[config.mk]
export PLATFORM = sky130hd
export DESIGN_NAME = rgb_ramp
export DESIGN_NICKNAME = d
export VERILOG_FILES = /design/src/rtl/rgb_ramp.sv
export SDC_FILE = /design/constraint.sdc
export NUM_CORES = 1
export LEC_CHECK = 0
export BUFFER_PORTS_ARGS = -buffer_cell sky130_fd_sc_hd__buf_2
export CELL_PAD_IN_SITES_DETAIL_PLACEMENT = 0
export CELL_PAD_IN_SITES_GLOBAL_PLACEMENT = 1
export CORE_MARGIN = 5
export CORE_UTILIZATION = 43
export CTS_BUF_LIST = sky130_fd_sc_hd__clkbuf_4 sky130_fd_sc_hd__clkbuf_8
export CTS_CLUSTER_SIZE = 14
export DETAILED_ROUTE_END_ITERATION = 10
export PLACE_DENSITY = 0.9
export SLEW_MARGIN = 0
export SYNTH_ARGS = -nofsm -noshare
export SYNTH_HDL_FRONTEND = slang
export SYNTH_SLANG_ARGS = --single-unit
[constraint.sdc]
create_clock -name clk -period 4.1 [get_ports clk]
set_input_delay 0.205 -clock clk [delete_from_list [all_inputs] [get_ports clk]]
set_output_delay 0.205 -clock clk [all_outputs]
set_load 0.02 [all_outputs]
[src/rtl/rgb_ramp.sv]
// ---------------------------------------------------------------------------
// rgb_ramp
//
// Multi-channel keyframe ramp generator with built-in PWM. Each of N_CH LED
// channels walks through N_STAGES keyframes. At every keyframe a channel is
// either fully off (0) or fully on (DUTY_MAX). Between keyframes the duty
// moves one step toward the next keyframe level every SUBSTEP cycles. At the
// stage boundary it snaps to that level exactly. A free-running PWM counter
// turns each duty into a registered waveform.
//
// Ports
//   clk        in   sole clock, rising edge
//   reset      in   synchronous, active-high; full reset including PWM
//   en         in   1 = ramp advances, 0 = ramp frozen (PWM keeps running)
//   one_shot   in   0 = loop forever, 1 = stop after the last stage
//   restart    in   synchronous pulse; ramp back to its reset state, PWM
//                   counter untouched
//   duty       out  current duty, channel c at [c*DW +: DW]
//   pwm_out    out  registered PWM waveform per channel
//   stage      out  current stage index
//   stage_tick out  one-cycle pulse on every stage boundary taken
//   done       out  high while the one-shot pattern has finished
//
// State    | meaning
// ---------+----------------------------------------------------------------
// ST_RUN   | ramp active; counters advance while en = 1
// ST_DONE  | one-shot pattern finished; ramp frozen until restart/reset
// ---------------------------------------------------------------------------
module rgb_ramp #(
    parameter int N_CH         = 3,
    parameter int N_STAGES     = 7,
    parameter int STAGE_CYCLES = 2000000,
    parameter int DUTY_MAX     = 100,
    parameter logic [N_CH*N_STAGES-1:0] PATTERN = {N_CH{7'b0011100}},
    localparam int DW = $clog2(DUTY_MAX + 1),
    localparam int SW = ($clog2(N_STAGES) > 1) ? $clog2(N_STAGES) : 1
) (
    input  logic               clk,
    input  logic               reset,
    input  logic               en,
    input  logic               one_shot,
    input  logic               restart,
    output logic [N_CH*DW-1:0] duty,
    output logic [N_CH-1:0]    pwm_out,
    output logic [SW-1:0]      stage,
    output logic               stage_tick,
    output logic               done
);

    localparam int SUBSTEP = STAGE_CYCLES / DUTY_MAX;
    localparam int CW = ($clog2(STAGE_CYCLES) > 1) ? $clog2(STAGE_CYCLES) : 1;
    localparam int BW = ($clog2(SUBSTEP) > 1) ? $clog2(SUBSTEP) : 1;

    localparam logic [CW-1:0] CYC_LAST   = CW'(STAGE_CYCLES - 1);
    localparam logic [BW-1:0] SUB_LAST   = BW'(SUBSTEP - 1);
    localparam logic [DW-1:0] DMAX       = DW'(DUTY_MAX);
    localparam logic [DW-1:0] PWM_LAST   = DW'(DUTY_MAX - 1);
    localparam logic [SW-1:0] STAGE_LAST = SW'(N_STAGES - 1);

    // Keyframe levels of all channels at stage s, expanded to duty values.
    function automatic logic [N_CH*DW-1:0] levels_at(input int s);
        logic [N_CH*DW-1:0] v;
        v = '0;
        for (int c = 0; c < N_CH; c++) begin
            v[c*DW +: DW] = PATTERN[c*N_STAGES + s] ? DMAX : '0;
        end
        return v;
    endfunction

    // One substep toward the target. The target is always 0 or DMAX, so a
    // single step can never overshoot it.
    function automatic logic [DW-1:0] step_toward(input logic [DW-1:0] cur,
                                                  input logic [DW-1:0] tgt);
        logic [DW-1:0] nxt;
        if (cur < tgt) begin
            nxt = cur + 1'b1;
        end else if (cur > tgt) begin
            nxt = cur - 1'b1;
        end else begin
            nxt = cur;
        end
        return nxt;
    endfunction

    localparam logic [N_CH*DW-1:0] DUTY_INIT = levels_at(0);

    typedef enum logic [0:0] {
        ST_RUN  = 1'b0,
        ST_DONE = 1'b1
    } state_t;

    state_t             state_q, state_d;
    logic [SW-1:0]      stage_q, stage_d;
    logic [CW-1:0]      cyc_q, cyc_d;
    logic [BW-1:0]      sub_q, sub_d;
    logic [N_CH*DW-1:0] duty_q, duty_d;
    logic               tick_q, tick_d;

    logic [DW-1:0]      pwm_cnt_q, pwm_cnt_d;
    logic [N_CH-1:0]    pwm_q, pwm_d;

    logic [SW-1:0]      tgt_stage;
    logic [N_CH*DW-1:0] tgt_duty;
    logic [N_CH*DW-1:0] step_duty;

    // The stage after the last one targets keyframe 0 so a looping pattern
    // closes on itself.
    always_comb begin
        tgt_stage = (stage_q == STAGE_LAST) ? '0 : stage_q + 1'b1;
        tgt_duty  = levels_at(int'(tgt_stage));
        step_duty = '0;
        for (int c = 0; c < N_CH; c++) begin
            step_duty[c*DW +: DW] = step_toward(duty_q[c*DW +: DW],
                                                tgt_duty[c*DW +: DW]);
        end
    end

    // Ramp FSM: next state and datapath. Restart outranks en, en outranks the
    // boundary, and the boundary outranks the substep.
    always_comb begin
        state_d = state_q;
        stage_d = stage_q;
        cyc_d   = cyc_q;
        sub_d   = sub_q;
        duty_d  = duty_q;
        tick_d  = 1'b0;

        if (restart) begin
            state_d = ST_RUN;
            stage_d = '0;
            cyc_d   = '0;
            sub_d   = '0;
            duty_d  = DUTY_INIT;
        end else begin
            case (state_q)
                ST_RUN: begin
                    if (en) begin
                        if (cyc_q == CYC_LAST) begin
                            // A substep that lands on this edge is dropped;
                            // the snap already reaches the target.
                            cyc_d  = '0;
                            sub_d  = '0;
                            duty_d = tgt_duty;
                            tick_d = 1'b1;
                            if (stage_q != STAGE_LAST) begin
                                stage_d = stage_q + 1'b1;
                            end else if (!one_shot) begin
                                stage_d = '0;
                            end else begin
                                state_d = ST_DONE;
                            end
                        end else begin
                            cyc_d = cyc_q + 1'b1;
                            if (sub_q == SUB_LAST) begin
                                sub_d  = '0;
                                duty_d = step_duty;
                            end else begin
                                sub_d = sub_q + 1'b1;
                            end
                        end
                    end
                end
                ST_DONE: begin
                    // Frozen until restart or reset.
                end
                default: begin
                    state_d = ST_RUN;
                end
            endcase
        end
    end

    always_ff @(posedge clk) begin
        if (reset) begin
            state_q <= ST_RUN;
            stage_q <= '0;
            cyc_q   <= '0;
            sub_q   <= '0;
            duty_q  <= DUTY_INIT;
            tick_q  <= 1'b0;
        end else begin
            state_q <= state_d;
            stage_q <= stage_d;
            cyc_q   <= cyc_d;
            sub_q   <= sub_d;
            duty_q  <= duty_d;
            tick_q  <= tick_d;
        end
    end

    // PWM runs every cycle regardless of en, state or restart. With a period
    // of DUTY_MAX counts, duty 0 never fires and duty DUTY_MAX never drops.
    always_comb begin
        pwm_cnt_d = (pwm_cnt_q == PWM_LAST) ? '0 : pwm_cnt_q + 1'b1;
        pwm_d     = '0;
        for (int c = 0; c < N_CH; c++) begin
            pwm_d[c] = (pwm_cnt_q < duty_q[c*DW +: DW]);
        end
    end

    always_ff @(posedge clk) begin
        if (reset) begin
            pwm_cnt_q <= '0;
            pwm_q     <= '0;
        end else begin
            pwm_cnt_q <= pwm_cnt_d;
            pwm_q     <= pwm_d;
        end
    end

    assign duty       = duty_q;
    assign pwm_out    = pwm_q;
    assign stage      = stage_q;
    assign stage_tick = tick_q;
    assign done       = (state_q == ST_DONE);

endmodule

==> results.json <==
{
  "crit_top_cell": "ha_1",
  "cp_top_family": "compound AO/OA/AOI/OAI gates",
  "ys.flop_type": "dfxtp_1",
  "finalClockSkew_ns": 0.0142,
  "viasPerCell": 5.58,
  "pre_cts_ws_ns": -0.0942,
  "ios": 34,
  "h-tree-depth": 3,
  "path_cells": "nand2b_4 > mux2_2 > ha_1 > nand2b_1 > a221oi_2 > a221oi_4 > inv_2 > ha_1 > and2_4 > o31ai_1 > a221o_1 > ha_1 > a21o_1 > a21oi_2 > o21bai_1 > a21oi_2 > xor2_1 > o221ai_1 > o211a_1",
  "track_usage_pct": 18.1,
  "cp_num_buf_inv": 1,
  "syn-cell-area_um2": 4840,
  "synth_commonest_cells": "nor2_1, dfxtp_1, ha_1, nand2_1, a21oi_1",
  "antenna_found_initial": 0,
  "synth_top_area_cell": "dfxtp_1",
  "syn_to_final_growth_pct": 15.4,
  "die_x_um": 116,
  "grt_pass1_wl_um": 19800,
  "reg2reg_from": "stage[2]$_SDFFE_PP0P_",
  "overflow": 0,
  "hold_path.class": "input pin to register",
  "peakVddDrop_v": 0.000203,
  "cts-hold-fix-buffers": 0,
  "slowest_delay_ns": 0.39,
  "drt_iter0_markers": 250,
  "maxCapViolations": 0,
  "syn_inst": 581,
  "antenna_left": 0,
  "slew_headroom_pct": 48.5,
  "timing.final.crit_share_pct": 95.4,
  "critPathSlowestCell": "dfxtp_4",
  "finalSetupViolations": 0,
  "holdCritStartpoint": "reset",
  "max_freq_ghz": 0.256,
  "maxSlewViolCount": 0,
  "port-buffer-count": 33,
  "dieHeight_um": 116,
  "clk_path_buf_depth": 2,
  "cp_max_fo": 10,
  "clk_pin_slew_ns": 0.09,
  "leakage_nw": 2.18,
  "p_sw_mw": 0.325,
  "hold_viol": 0,
  "min_period_ns": 3.91,
  "synth_area_leaders": "dfxtp_1, ha_1, nor2_1",
  "num_rows": 38,
  "ys_types": 64,
  "hpwlAfterDp_um": 8540,
  "clock-sinks": 72,
  "synth_most_common_cell": "nor2_1",
  "nets": 685,
  "final_layout_size_suffix_gt1_share_pct": 17.7,
  "grt_pass1_vias": 4249,
  "async_flop_share_pct": 0,
  "crit_required_ns": 4.36,
  "via_count": 4336,
  "drc": 0,
  "critPathCaptureType": "register",
  "synth_top_area_share_pct": 29.8,
  "startpoint": "stage[2]$_SDFFE_PP0P_",
  "syn-num-nets": 634,
  "clk_latency_ns": 0.36,
  "initial_utilization_pct": 44.2,
  "p_per_area_nw_per_um2": 255,
  "coreArea_um2": 10900,
  "routabilityCongestion": 0.873,
  "syn_area_per_cell_um2": 8.32,
  "crit_type": "register to register",
  "cts_buffers": 9,
  "tightest_slew_ns": 0.768,
  "yosys_warnings": 0,
  "drtPass1Iterations": 5,
  "grt_max_degree": 26,
  "pwr-share-seq_pct": 49.9,
  "dieArea_um2": 13500,
  "synth-seq-area-share_pct": 29.8,
  "finalWirelength_um": 11600,
  "p_int_mw": 1.10,
  "crit_arrival_ns": 4.17,
  "p_sw_share_pct": 22.8,
  "ys_ff_latch": 72,
  "fillers": 1024,
  "status": "complete, no violations",
  "p_total_mw": 1.42,
  "cts_tree": "done",
  "fin_ws_ns": 0.190,
  "synth-edff-count": 0,
  "clockPowerShare_pct": 45.4,
  "routedWlPerCell_um": 14.9,
  "cts_root_buf": "clkbuf_8",
  "pwr-share-comb_pct": 4.7,
  "antennaDiodeCount": 0,
  "crit_path_start_kind": "register"
}
-- metrics by stage --
stage | cell area (um2) | util (%) | instances | hold slack, ns | setup TNS (ns)
5_1_grt | 5580 | 51.0 | 777 | 0.132 | -0.0562
3_5_place_dp | 5270 | 48.2 | 757 | 0.478 | -0.106
6_report | 5580 | 51.0 | 777 | 0.117 | 0
2_1_floorplan | 4850 | - | 581 | 0.362 | -0.110
4_1_cts | 5510 | 50.4 | 775 | 0.114 | 0
3_3_place_gp | 5270 | 48.2 | 757 | 0.457 | 0
-- power by group through the flow --
stage | Combinational, mW | Sequential (mW) | Clock [mW]
6_report | 0.0672 | 0.710 | 0.647
5_1_grt | 0.0756 | 0.711 | 0.692
4_1_cts | 0.0682 | 0.712 | 0.656
3_5_place_dp | 0.0678 | 0.729 | 0
3_3_place_gp | 0.0656 | 0.729 | 0
2_1_floorplan | 0.0472 | 0.730 | 0
-- cell families after synthesis --
logic type	after synthesis	synth area share (%)
and+or+nand+nor	225	22.8
AOI/OAI and AO/OA	116	17.3
DFF	72	29.8
buffers and inverters	54	4.55
xor gates and xnor gates	51	9.39
adders and majority gates	48	12.9
muxes	15	3.23
-- layer usage --
layer  vias to the layer above  GRT usage [%]  wire length (um)
met5                         -              0                 0
met4                         0           6.42               255
met3                        19           3.66               455
met2                        89           30.1              5590
met1                      2080           23.2              5270
li1                       2148              -                 -
-- registers in the layout (all words and copies together) (netlist names) --
register and count:
done 1, cyc_q 21, stage 3, pwm_out 3, pwm_cnt_q 7, duty 21
stage_tick 1, sub_q 15
-- layout by cell type (no fill, tap or decap), types with 4 or more instances in the layout --
cell and count:
nand3_1 21, nor2_1 83, nand2b_1 8, o21bai_1 4, inv_1 32, a211oi_1 8
a21oi_2 5, o21ai_0 14, clkbuf_8 10, nand4_1 17, a21o_1 24, buf_2 33
nand2_1 41, dfxtp_1 69, nor2b_1 6, ha_1 42, xnor2_1 19, a21oi_1 28
buf_4 25, or3_1 6, xor2_1 30, nor3_1 12, mux2i_1 13
-- cell type report --
type                    instances  area, um2  share of cell area [%]
flip-flops and latches         72       1450                    26.0
clock buffers                  11        145                    2.60
inverters                      36        135                    2.42
multi-input cells             455       3240                    58.1
clock inverters                 5       80.1                    1.43
repair buffers                 58        353                    6.32
well taps                     140        175                    3.14
-- timing repair --
| action | in CTS | in global routing |
|---|---|---|
| endpoints found under the setup margin | 3 | 5 |
| pin swaps | 2 | 10 |
| resized for setup | 3 | 16 |
| buffers inserted | 2 | 2 |
-- path summary, 6_finish.rpt --
kind / to / slack (ns) / cells after the start
hold / removal: pwm_cnt_q[4]$_SDFF_PP0_ / 0.12 / 2
hold reg to reg: cyc_q[1]$_SDFFE_PP0P_ / 0.49 / 2
setup reg to reg: duty[12]$_SDFFE_PP0P_ / 0.19 / 19
setup / recovery: duty[12]$_SDFFE_PP0P_ / 0.19 / 19
Power figures use the tool's default switching activity.
